**src/rtl/wfg_pat_pkg.sv**
```systemverilog
// Shared types and widths for the pattern-driver timing path.
package wfg_pat_pkg;

  localparam int SUBCYCLE_W = 8;

  typedef enum logic [1:0] {
    IDLE = 2'd0,
    RUN  = 2'd1,
    DONE = 2'd2
  } pat_timer_state_e;

endpackage

```
**src/rtl/wfg_pat_timer_div.sv**
```systemverilog
// Reusable divider: counts enabled clocks and ticks when the count hits the load value.
module wfg_pat_timer_div #(
  parameter int W = 16
) (
  input  logic         clk,
  input  logic         rst_n,
  input  logic         clr,
  input  logic         en,
  input  logic [W-1:0] load,
  output logic [W-1:0] cnt,
  output logic         tick
);

  assign tick = en && (cnt == load);

  // Equality wrap only, so an all-ones load value is legal.
  always_ff @(posedge clk or negedge rst_n) begin
    if (!rst_n) begin
      cnt <= '0;
    end else if (clr || tick) begin
      cnt <= '0;
    end else if (en) begin
      cnt <= cnt + W'(1);
    end
  end

endmodule

```
**src/rtl/wfg_pat_timer.sv**
```systemverilog
// Pattern timer: splits clk into subcycles and cycles, emitting sync/subcycle pulses.
// Optional burst mode (stop after N cycles) is enabled by defining WFG_PAT_TIMER_BURST_EN.
module wfg_pat_timer
  import wfg_pat_pkg::*;
#(
  parameter int DIV_WIDTH   = 16,
  parameter int BURST_WIDTH = 16
) (
  input  logic                   clk,
  input  logic                   rst_n,
  input  logic                   ctrl_en_q_i,
  input  logic [DIV_WIDTH-1:0]   cfg_clkdiv_q_i,
  input  logic [SUBCYCLE_W-1:0]  cfg_subcycles_q_i,
  input  logic [BURST_WIDTH-1:0] cfg_burst_q_i,
  output logic                   pat_sync_o,
  output logic                   pat_subcycle_o,
  output logic [SUBCYCLE_W-1:0]  pat_subcycle_cnt_o,
  output logic                   active_o,
  output logic                   burst_done_o
);

  pat_timer_state_e      state;
  logic [DIV_WIDTH-1:0]  clkdiv_sh;
  logic [SUBCYCLE_W-1:0] subcycles_sh;
  logic [DIV_WIDTH-1:0]  div_cnt_unused;
  logic [SUBCYCLE_W-1:0] sub_cnt;
  logic                  run;
  logic                  start;
  logic                  div_tick;
  logic                  cycle_end;
  logic                  burst_hit;

  // Counters only advance in RUN with enable held; anything else clears them.
  assign run   = (state == RUN) && ctrl_en_q_i;
  assign start = (state == IDLE) && ctrl_en_q_i;

  wfg_pat_timer_div #(.W(DIV_WIDTH)) u_clk_div (
    .clk  (clk),
    .rst_n(rst_n),
    .clr  (!run),
    .en   (run),
    .load (clkdiv_sh),
    .cnt  (div_cnt_unused),
    .tick (div_tick)
  );

  wfg_pat_timer_div #(.W(SUBCYCLE_W)) u_sub_div (
    .clk  (clk),
    .rst_n(rst_n),
    .clr  (!run),
    .en   (div_tick),
    .load (subcycles_sh),
    .cnt  (sub_cnt),
    .tick (cycle_end)
  );

  // sub_cnt is a flop that is held at 0 outside RUN, so it drives the index output directly.
  assign pat_subcycle_cnt_o = sub_cnt;

`ifdef WFG_PAT_TIMER_BURST_EN
  logic [BURST_WIDTH-1:0] burst_sh;
  logic [BURST_WIDTH-1:0] burst_cnt;

  assign burst_hit = run && cycle_end && (burst_sh != '0) && (burst_cnt == burst_sh);

  // burst_cnt holds the number of syncs emitted so far in this burst.
  always_ff @(posedge clk or negedge rst_n) begin
    if (!rst_n) begin
      burst_sh  <= '0;
      burst_cnt <= '0;
    end else if (start) begin
      burst_sh  <= cfg_burst_q_i;
      burst_cnt <= BURST_WIDTH'(1);
    end else if (run && cycle_end && !burst_hit) begin
      burst_sh  <= cfg_burst_q_i;
      burst_cnt <= burst_cnt + BURST_WIDTH'(1);
    end
  end
`else
  logic unused_burst;
  assign unused_burst = ^cfg_burst_q_i;
  assign burst_hit    = 1'b0;
`endif

  // Control FSM; all outputs are registered here and go to 0 whenever enable drops.
  always_ff @(posedge clk or negedge rst_n) begin
    if (!rst_n) begin
      state          <= IDLE;
      clkdiv_sh      <= '0;
      subcycles_sh   <= '0;
      pat_sync_o     <= 1'b0;
      pat_subcycle_o <= 1'b0;
      active_o       <= 1'b0;
      burst_done_o   <= 1'b0;
    end else begin
      case (state)
        IDLE: begin
          pat_sync_o     <= ctrl_en_q_i;
          pat_subcycle_o <= ctrl_en_q_i;
          active_o       <= ctrl_en_q_i;
          burst_done_o   <= 1'b0;
          if (ctrl_en_q_i) begin
            state        <= RUN;
            clkdiv_sh    <= cfg_clkdiv_q_i;
            subcycles_sh <= cfg_subcycles_q_i;
          end
        end
        RUN: begin
          if (!ctrl_en_q_i) begin
            state          <= IDLE;
            pat_sync_o     <= 1'b0;
            pat_subcycle_o <= 1'b0;
            active_o       <= 1'b0;
          end else if (burst_hit) begin
            state          <= DONE;
            pat_sync_o     <= 1'b0;
            pat_subcycle_o <= 1'b0;
            active_o       <= 1'b0;
            burst_done_o   <= 1'b1;
          end else begin
            pat_subcycle_o <= div_tick;
            pat_sync_o     <= cycle_end;
            if (cycle_end) begin
              clkdiv_sh    <= cfg_clkdiv_q_i;
              subcycles_sh <= cfg_subcycles_q_i;
            end
          end
        end
        DONE: begin
          pat_sync_o     <= 1'b0;
          pat_subcycle_o <= 1'b0;
          active_o       <= 1'b0;
          if (!ctrl_en_q_i) begin
            state        <= IDLE;
            burst_done_o <= 1'b0;
          end
        end
        default: begin
          state          <= IDLE;
          pat_sync_o     <= 1'b0;
          pat_subcycle_o <= 1'b0;
          active_o       <= 1'b0;
          burst_done_o   <= 1'b0;
        end
      endcase
    end
  end

endmodule

```
**config.mk**
```make
export PLATFORM = sky130hd
export DESIGN_NAME = wfg_pat_timer
export DESIGN_NICKNAME = d
export VERILOG_FILES = /design/src/rtl/wfg_pat_pkg.sv /design/src/rtl/wfg_pat_timer_div.sv /design/src/rtl/wfg_pat_timer.sv
export SDC_FILE = /design/constraint.sdc
export NUM_CORES = 1
export LEC_CHECK = 0
export CAP_MARGIN = 30
export CORE_MARGIN = 2
export CORE_UTILIZATION = 51
export DETAILED_ROUTE_END_ITERATION = 16
export HOLD_SLACK_MARGIN = 0.03
export PLACE_DENSITY_LB_ADDON = 0.3
export RECOVER_POWER = 25
export SLEW_MARGIN = 10
export SYNTH_ARGS = -nofsm -noshare
export SYNTH_HDL_FRONTEND = slang
export SYNTH_HIERARCHICAL = 1
export SYNTH_SLANG_ARGS = --single-unit
```
**constraint.sdc**
```tcl
create_clock -name clk -period 3.45 [get_ports clk]
set_input_delay 0.69 -clock clk [delete_from_list [all_inputs] [get_ports clk]]
set_output_delay 0.69 -clock clk [all_outputs]
set_load 0.01 [all_outputs]
```
==> After elaboration in Yosys (flattened, before gate mapping) <==
Index checks and enable logic that the tools add are counted.
{ "word_totals": {"register_bits": 54, "in_bits": 43, "output_inout_bits": 12, "wordCells": 58} }
{ "classes": {"add_sub_neg": 2, "eq_ne": 10, "mux": 22, "n_bitwise": 1, "n_reduce_logical": 14} }
{ "op_table": {"columns": ["cell", "count"], "rows": [
  ["$mux 16", 5],
  ["$mux 8", 5],
  ["$pmux 16 s2", 1],
  ["$add 16x1->16 const B", 1],
  ["$eq 16x16->1", 1],
  ["$pmux 8 s2", 1],
  ["$ne 2x2->1 const B", 5],
  ["$add 8x1->8 const B", 1],
  ["$eq 8x8->1", 1],
  ["$pmux 1 s2", 4],
  ["$reduce_bool 2->1", 3],
  ["$mux 2", 2],
  ["$pmux 2 s2", 1],
  ["$reduce_and 2->1", 2],
  ["$reduce_and 4->1", 1],
  ["$logic_and 1x1->1", 3],
  ["$mux 1", 3],
  ["$eq 2x1->1 const B", 1],
  ["$eq 2x2->1 const B", 1],
  ["$logic_not 2->1", 1],
  ["$logic_or 1x1->1", 2],
  ["$ne 2x1->1 const B", 1],
  ["$reduce_or 2->1", 1],
  ["$logic_not 1->1", 1],
  ["$not 1->1", 1]
]} }

==> Longest topological paths before layout <==
Gate-level depths: netlist of run 1.
{ "logic_depth": {"ltp_word": 7, "mapped_depth": 11, "depth_no_buf": 8} }

==> Modules after synthesis <==
The synthesis of run 1 kept the hierarchy.
{ "by_module_without_submodules": {"columns": ["module", "instances", "cells_per_inst", "area_each_um2", "seq_area_each_um2"], "rows": [
  ["wfg_pat_timer", 1, 69, 1196.1, 700.7],
  ["wfg_pat_timer_div at u_clk_div", 1, 102, 985.9, 400.4],
  ["wfg_pat_timer_div at u_sub_div", 1, 48, 495.5, 200.2]
]} }

==> Worst setup path before layout of run 1 <==
OpenSTA, ideal clock, no wires.
{ "synth_timing": {"path_type": "input to register", "start": "in ctrl_en_q_i", "end": "reg clkdiv_sh[0]", "setup_ps": 125, "arrival_time_ps": 2502, "required_ps": 3325, "setup_slack_ps": 823, "cell_stages": 10, "path_buffers": 3, "cell_sequence": "ha_1 > clkbuf_8 > nand2_1 > nor4_1 > buf_2 > nand2_1 > nor3_4 > o21ai_4 > buf_6 > mux2_4"} }
{ "synth_between": {"elab_chain_cells": 5, "word_cells_on_any_way": 7, "cone_classes": "eq/ne: 3; reduce/logical: 4"} }
{ "synth_rtl": {"columns": ["element", "line", "text"], "rows": [
  ["start: declaration", "wfg_pat_timer.sv:11", "input logic ctrl_en_q_i,"],
  ["$logic_and 1x1->1", "wfg_pat_timer.sv:34", "assign run = (state == RUN) && ctrl_en_q_i;"],
  ["$logic_and 1x1->1", "wfg_pat_timer_div.sv:14", "assign tick = en && (cnt == load);"],
  ["net div_tick", "wfg_pat_timer.sv:29", "logic div_tick;"],
  ["$logic_and 1x1->1", "wfg_pat_timer_div.sv:14", null],
  ["net cycle_end", "wfg_pat_timer.sv:30", "logic cycle_end;"],
  ["$ne 2x1->1 (no source line)", null, null],
  ["$reduce_and 4->1 (no source line)", null, null],
  ["end signal: assignment", "wfg_pat_timer.sv:104", "clkdiv_sh <= cfg_clkdiv_q_i;"],
  ["end signal: assignment", "wfg_pat_timer.sv:124", "clkdiv_sh <= cfg_clkdiv_q_i;"],
  ["end: declaration", "wfg_pat_timer.sv:23", "logic [DIV_WIDTH-1:0] clkdiv_sh;"]
]} }
The timed path passes the listed nets, and every way through them passes these cells.
A chain may end at the register's enable or synchronous reset.

==> Final worst setup path of run 1 <==
{ "layout_timing": {"start": "reg u_clk_div.cnt[2]", "end": "reg clkdiv_sh[8]"} }
{ "layout_between": {"elab_chain_cells": 5} }
{ "layout_rtl": {"columns": ["element", "line", "text"], "rows": [
  ["start: declaration", "wfg_pat_timer_div.sv:10", "output logic [W-1:0] cnt,"],
  ["start signal: assignment", "wfg_pat_timer_div.sv:23", "cnt <= cnt + W'(1);"],
  ["$eq 16x16->1", "wfg_pat_timer_div.sv:14", null],
  ["$logic_and 1x1->1", "wfg_pat_timer_div.sv:14", null],
  ["net div_tick", "wfg_pat_timer.sv:29", null],
  ["$logic_and 1x1->1", "wfg_pat_timer_div.sv:14", null],
  ["net cycle_end", "wfg_pat_timer.sv:30", null],
  ["$ne 2x1->1 (no source line)", null, null],
  ["$reduce_and 4->1 (no source line)", null, null]
]} }
The timed path passes the listed nets, and every way through them passes these cells.

==> results of run 1 <==
metrics by stage:
stage / instance area (um2) / utilization (%) / worst slack (ns)
after global routing: 3180 / 62.7 / 0.572
final: 3180 / 62.7 / 0.804
after detailed placement: 3100 / 61.1 / 0.431
after global placement: 3070 / 60.6 / 0.341
after CTS: 3180 / 62.7 / 0.771
after floorplan: 2680 / - / 0.823
synthesized netlist by cell type (all sizes together), types with 2 or more instances:
cell	instances	area [um2]
dfrtp	52	1300
xnor2	31	272
mux2	25	357
nor2	23	86.3
xor2	16	140
nand4	12	81.3
nor3	12	81.3
buf	8	72.6
nand2	8	30.0
ha	6	75.1
nand3	6	30.0
nor4	5	37.5
inv	4	15.0
and3	2	12.5
mux2i	2	20.0
o21a	2	15.0
sequential cells by signal, summed over array words and instances (netlist names):
signal / count
pat_sync_o: 1
pat_subcycle_o: 1
subcycles_sh: 8
u_clk_div/cnt: 16
state: 1
active_o: 1
clkdiv_sh: 16
u_sub_div/cnt: 8
worst reg2reg max path, delay by kind of cell (launching register included):
| family | cells | cell delay, ns |
|---|---|---|
| xor gates and xnor gates | 1 | 0.20 |
| muxes | 1 | 0.31 |
| and+or+nand+nor | 5 | 1.16 |
| DFF | 1 | 0.47 |
| AOI/OAI and AO/OA | 1 | 0.17 |
| buffers and inverters | 1 | 0.22 |
worst max-delay path by stage:
stage | endpoint | slack (ns)
floorplan | clkdiv_sh[0] | 0.82
global placement | subcycles_sh[7] | 0.34
detailed placement | clkdiv_sh[8] | 0.43
CTS | clkdiv_sh[8] | 0.77
global route | clkdiv_sh[8] | 0.57
finish | clkdiv_sh[8] | 0.80
routing by layer:
metal,GRT usage [%],up-vias
met1,23.6,832
met5,0,-
met3,4.15,5
met4,7.09,0
met2,29.3,39
li1,-,817
cell type report:
type                    instances  area (um2)  area share, %
clock inverters                 2        12.5          0.393
flip-flops and latches         52        1300           40.9
inverters                       4        15.0          0.472
clock buffers                   5        68.8           2.16
multi-input cells             154        1270           40.1
well taps                      70        87.6           2.75
repair buffers                 42         422           13.3
power by group through the flow:
stage | logic (W) | registers, W | clock network, W
4_1_cts | 0.000781 | 0.000906 | 0.000346
5_1_grt | 0.000828 | 0.000927 | 0.000368
3_5_place_dp | 0.000778 | 0.000917 | 0
6_report | 0.000765 | 0.000903 | 0.000338
3_3_place_gp | 0.000724 | 0.000909 | 0
2_1_floorplan | 0.000613 | 0.000890 | 0
cell usage in the layout, fill, tap and decap left out, types with 2 or more instances in the layout:
master            n
dfrtp_1          52
clkdlybuf4s50_1  36
xnor2_1          31
nor2_1           23
mux2_4           20
xor2_1           16
nand4_1          11
nor3_1            9
nand2_1           8
ha_1              6
nand3_1           6
mux2_2            5
clkbuf_8          5
buf_4             4
nor4_1            4
inv_1             3
o21a_1            2
mux2i_1           2
and3_1            2
nor3_2            2
kinds of logic (layout without fill, tap and decap cells):
logic type	after synthesis	after routing	share of synthesized area (%)
xor+xnor	47	47	15.4
other cells	1	1	0.140
buf+inv	13	53	3.78
fa+ha+maj	6	6	2.80
mux	27	27	14.1
compound gates	4	4	1.59
flops	52	52	48.6
simple gates	69	69	13.6
==> metrics.md, run 1 <==
| Metric | Value |
|---|---|
| Outcome | `finished with violations` |
| Failing checks | `capacitance limit, slew limit` |
| Pins Over Slew Limit | `34` |
| Register bit total from synthesis | `52` |
| Slowest CP cell | `dfrtp_1` |
| Vias per cell | `a little over 5` |
| Worst Tran Pin Value | `roughly 1.8 ns` |
| Post-CTS Setup Inserts | `0` |
| Rel. slew slack | `-19.3%` |
| Peak supply drop | `around 0.43 mV` |
| Cells after DPL | `roughly 320` |
| Unique cell type count in the Yosys netlist | `30` |
| Cell Chain, Critical Path | `xor2_1 -> nor4_2 -> nand2b_1 -> nor4_1 -> nand2_1 -> nor3_4 -> o21ai_4 -> buf_16 -> mux2_4` |
| Share of total power in combinational logic | `38.1%` |
| Register area share after synthesis | `48.6%` |
| Fmax | `between 0.3 and 0.4 GHz` |
| Clock Sinks | `between 50 and 60` |
| Setup Skew | `0.0130 ns` |
| RR Endpoint | `clkdiv_sh[8]` |
| Number of gates resized after cts | `0` |
| CTS buffer count | `5` |
| Initial antenna violation count | `0` |
| LEAKAGE | `1.34 nW` |
| Total global-route track usage | `between 10% and 20%` |
| Post-synthesis instance total | `between 200 and 250` |
| Die Y | `between 70 and 80 um` |
| Max clock buf depth | `2` |
| Buf+Inv Stages, Crit Path | `1` |
| ANT nets after route | `0` |
| DPL Wire Length | `about 3600 um` |
| CP Class | `register to register` |
| Share of cells above drive strength 1 | `between 10% and 20%` |
| Sum Neg Setup Slack | `0 ns` |
| Port bufs | `37` |
| Die X | `about 76 um` |
| Rows | `26` |
| Highest routed metal layer | `met4` |
| Filler instances | `around 450` |
| Met2 wire length | `2420 um` |
| Fin cells | `~330` |
| CTS Root Cell | `clkbuf_8` |
| Syn avg cell area | `12.2 um2` |
| Total power | `about 0.0020 W` |
| CP required | `roughly 3.7 ns` |
| TritonCTS clock tree | `built` |
| Warning count from the yosys run | `6` |
| Sw Pwr | `approximately 0.00062 W` |
| Net count, final | `between 300 and 400` |
| CP max FO | `17` |
| PD cells | `roughly 630 mW/mm2` |
| Sw Share | `between 30% and 40%` |
| Fin crit period | `2.65 ns` |
| Initial DRC Count | `between 70 and 80` |
| Vias in the first global route | `about 1700` |
| Synth Cell Area | `about 0.0027 mm2` |
| Drt wl/cell | `15.1 um` |
| Type of origin of the critical path | `register` |
| Smallest hold slack | `between 0.5 and 0.6 ns` |
| Met3 WL | `between 150 and 200 um` |
| Clk pin slew, worst setup/hold paths | `about 0.10 ns` |
| Clock power frac | `approximately 17%` |
| # IOs | `55` |
| Synthesis-to-layout area growth | `18.8%` |
| Clock latency on the worst-skew pair | `0.31 ns` |
| Worst R2R Setup Slack | `between 0.8 and 0.9 ns` |
| RSZ-0062 raised after global routing | `false` |
| Core area | `~0.0051 mm2` |
| R2R depth | `9` |
| WHS Endpoint | `subcycles_sh[0]` |
| Final hold vios | `0` |
| Seq pwr share | `between 40% and 50%` |
| Post-synth ARST share | `between 90% and 100%` |
| Initial core utilization | `between 50% and 60%` |
| CTS Hold Bufs | `0` |
| CP startpoint | `u_clk_div/cnt[2]` |
| Final setup viols | `0` |
| Crit share post-route | `about three quarters` |
| WHS Path Cells | `1` |
| CP peak stage delay | `0.47 ns` |
| Diodes inserted | `0` |
| Max Cap Violations | `1` |
| Worst Setup End Kind | `register` |
| DRT Pass-1 Iters | `4` |
| Remaining DRCs | `0` |
| H-Tree Depth | `2` |
| Largest net degree at the start of global routing | `34` |
| EDFF count, synth | `0` |
| Synth Flop Type | `dfrtp_1` |
| Hold Path Class | `register to register` |
| Critical path data arrival time | `approximately 2.8 ns` |
| WL met1 | `between 2000 and 2500 um` |
| First-pass GRT wire length | `just over 8000 um` |
| Reg2reg start | `u_clk_div/cnt[2]` |
| CP top delay family | `simple AND/OR/NAND/NOR gates` |
| Cell depth of the worst setup path | `9` |
| Total vias in the final route | `roughly 1700` |
| Internal power | `approximately 0.0014 W` |
| Total Wirelength | `4970 um` |
| Grt ovf | `0` |
| Die area | `approximately 0.0058 mm2` |
| Syn_nets | `~270` |
| RePlAce Congestion | `about 0.76` |
| Hold path start | `subcycles_sh[0]` |
No activity file was read; power rests on OpenSTA's default activity.
==> inputs of run 2 (changes only) <==
- clock period: 3.45 -> 2.53 ns (I/O delays scaled with it)
==> metrics.md, run 2 (same netlist as run 1, synthesis figures left out) <==
| Metric | Value |
|---|---|
| Outcome | `complete, no violations` |
| Filler instances | `418` |
| Clk pin slew, worst setup/hold paths | `~0.09 ns` |
| Remaining DRCs | `0` |
| DPL Wire Length | `between 3000 and 4000 um` |
| TritonCTS clock tree | `built` |
| Routing usage on met1 | `26.3%` |
| Port bufs | `37` |
| Rel. slew slack | `between 15 and 20%` |
| Total vias in the final route | `1694` |
| Met2 Track Usage GR | `between 20% and 30%` |
| Seq. cell area | `around 0.0013 mm2` |
| Initial DRC Count | `about 80` |
| CP required | `approximately 2.7 ns` |
| Pins Over Slew Limit | `0` |
| Initial core utilization | `between 50% and 60%` |
| Die X | `between 70 and 80 um` |
| CTS Root Cell | `clkbuf_8` |
| Post-CTS Setup Inserts | `0` |
| Max clock buf depth | `2` |
| Hold Path Class | `register to register` |
| Critical path data arrival time | `between 2 and 3 ns` |
| PD cells | `853 mW/mm2` |
| CTS buffer count | `5` |
| Max Cap Violations | `0` |
| Met3 Usage GRT | `under 10%` |
| Vias per cell | `approximately 5.1` |
| Final hold vios | `0` |
| Net count, final | `314` |
| CP max FO | `12` |
| Cell Chain, Critical Path | `xnor2_1 -> nand4_1 -> nor4_4 -> nand2_1 -> nor3_4 -> o21ai_4 -> buf_12 -> mux2_4` |
| Clock Sinks | `52` |
| Cell depth of the worst setup path | `8` |
| Largest registers | `clkdiv_sh x16, u_clk_div/cnt x16` |
| Multi-input logic area | `around 0.0013 mm2` |
| Crit share post-route | `just over 90%` |
| Share of cells above drive strength 1 | `roughly 20%` |
| Fmax | `~0.43 GHz` |
| WHS Path Cells | `1` |
| First-pass GRT wire length | `roughly 8400 um` |
| Seq pwr share | `44.6%` |
| Smallest hold slack | `0.512 ns` |
| Share of total power in combinational logic | `39.0%` |
| Die Y | `between 70 and 80 um` |
| Drt wl/cell | `around 14 um` |
| CP Class | `register to register` |
| Most common cell after layout, fill and taps aside | `dfrtp_1` |
| RePlAce Congestion | `0.825` |
| Rows | `26` |
| Fin cells | `around 340` |
| # IOs | `55` |
| Clock power frac | `~16%` |
| Total global-route track usage | `roughly 18%` |
| Clock latency on the worst-skew pair | `between 0.3 and 0.4 ns` |
| CTS Hold Bufs | `0` |
| Setup Skew | `between 0.007 and 0.008 ns` |
| Type of origin of the critical path | `register` |
| Top Usage Layer GRT | `met1` |
| Slowest CP cell | `dfrtp_1` |
| R2R depth | `8` |
| Total Wirelength | `~4700 um` |
| Peak supply drop | `0.421 mV` |
| ANT nets after route | `0` |
| Grt ovf | `0` |
| Synthesis-to-layout area growth | `21.1%` |
| Commonest cells after routing, fill and taps aside | `dfrtp_1 (52), clkdlybuf4s50_1 (36), xnor2_1 (31)` |
| DRT Pass-1 Iters | `4` |
| Diodes inserted | `0` |
| Sw Pwr | `around 0.00084 W` |
| Worst Tran Pin Value | `1.26 ns` |
| CP peak stage delay | `0.45 ns` |
| Final setup viols | `0` |
| Core area | `0.00507 mm2` |
| Fin crit period | `approximately 2.3 ns` |
| Internal power | `0.00192 W` |
| Sw Share | `between 30% and 40%` |
| Worst Setup End Kind | `register` |
| Cells after DPL | `between 300 and 400` |
| Largest net degree at the start of global routing | `53` |
| CP top delay family | `simple AND/OR/NAND/NOR gates` |
| Die area | `0.00585 mm2` |
| H-Tree Depth | `2` |
| Initial antenna violation count | `0` |
| Total power | `roughly 0.0028 W` |
| RSZ-0062 raised after global routing | `false` |
| LEAKAGE | `roughly 1.4 nW` |
| Buf+Inv Stages, Crit Path | `1` |
| Post-Route Utilization | `~64%` |
| Vias in the first global route | `about 1700` |
[run 2: cell types whose count changed in the layout (fill, tap and decap cells not counted)]
cell and change:
buf_12 +2, buf_16 -1, buf_2 +1, buf_4 +4
clkbuf_2 +1, clkinvlp_4 -1, nor4_1 -1, nor4_4 +1
[run 2: final timing paths]
check	to	startpoint	slack, ns
min	active_o	active_o	0.51
max in group asynchronous	subcycles_sh[6]	rst_n	1.24
min in group asynchronous	u_sub_div/cnt[4]	rst_n	0.55
min reg2reg	active_o	active_o	0.51
max	clkdiv_sh[12]	u_clk_div/cnt[3]	0.23
max reg2reg	clkdiv_sh[12]	u_clk_div/cnt[3]	0.23
[run 2: area by class of cell]
cell class,instances,area share [%]
Clock buffer,6,2.24
Tap cell,70,2.70
Clock inverter,1,0.154
Sequential cell,52,40.1
Inverter,4,0.463
Timing Repair Buffer,48,14.5
Multi-Input combinational cell,154,39.8
[run 2: what timing repair did]
action	in CTS	in global routing
endpoints found under the setup margin	0	24
gates resized for setup	0	1
endpoints found under the hold margin	0	0
[run 2: per-layer routing]
metal	up-vias	wire [um]
li1	836	-
met1	810	2350
met2	40	2050
met3	8	254
met4	0	69
met5	-	0
[run 2: power by group through the flow]
stage                     clock network (W)  logic, W  registers (W)
after global placement                    0   0.00105        0.00124
after detailed placement                  0   0.00108        0.00125
final                              0.000454   0.00108        0.00123
after CTS                          0.000459   0.00108        0.00124
after global routing               0.000505   0.00117        0.00127
after floorplan                           0  0.000837        0.00121
[run 2: worst register-to-register path: stages (launching register included)]
cell and delay [ns]:
dfrtp_1 0.45, xnor2_1 0.23, nand4_1 0.25, nor4_4 0.36, nand2_1 0.14, nor3_4 0.18
o21ai_4 0.12, buf_12 0.17, mux2_4 0.30
[run 2: through the flow]
stage / setup TNS, ns / setup WS [ns] / instance area, um2
final: 0 / 0.229 / 3240
after global routing: 0 / 0.0474 / 3240
after CTS: 0 / 0.0944 / 3240
after detailed placement: -3.94 / -0.176 / 3160
after global placement: -3.35 / -0.146 / 3160
after floorplan: 0 / 0.00907 / 2690
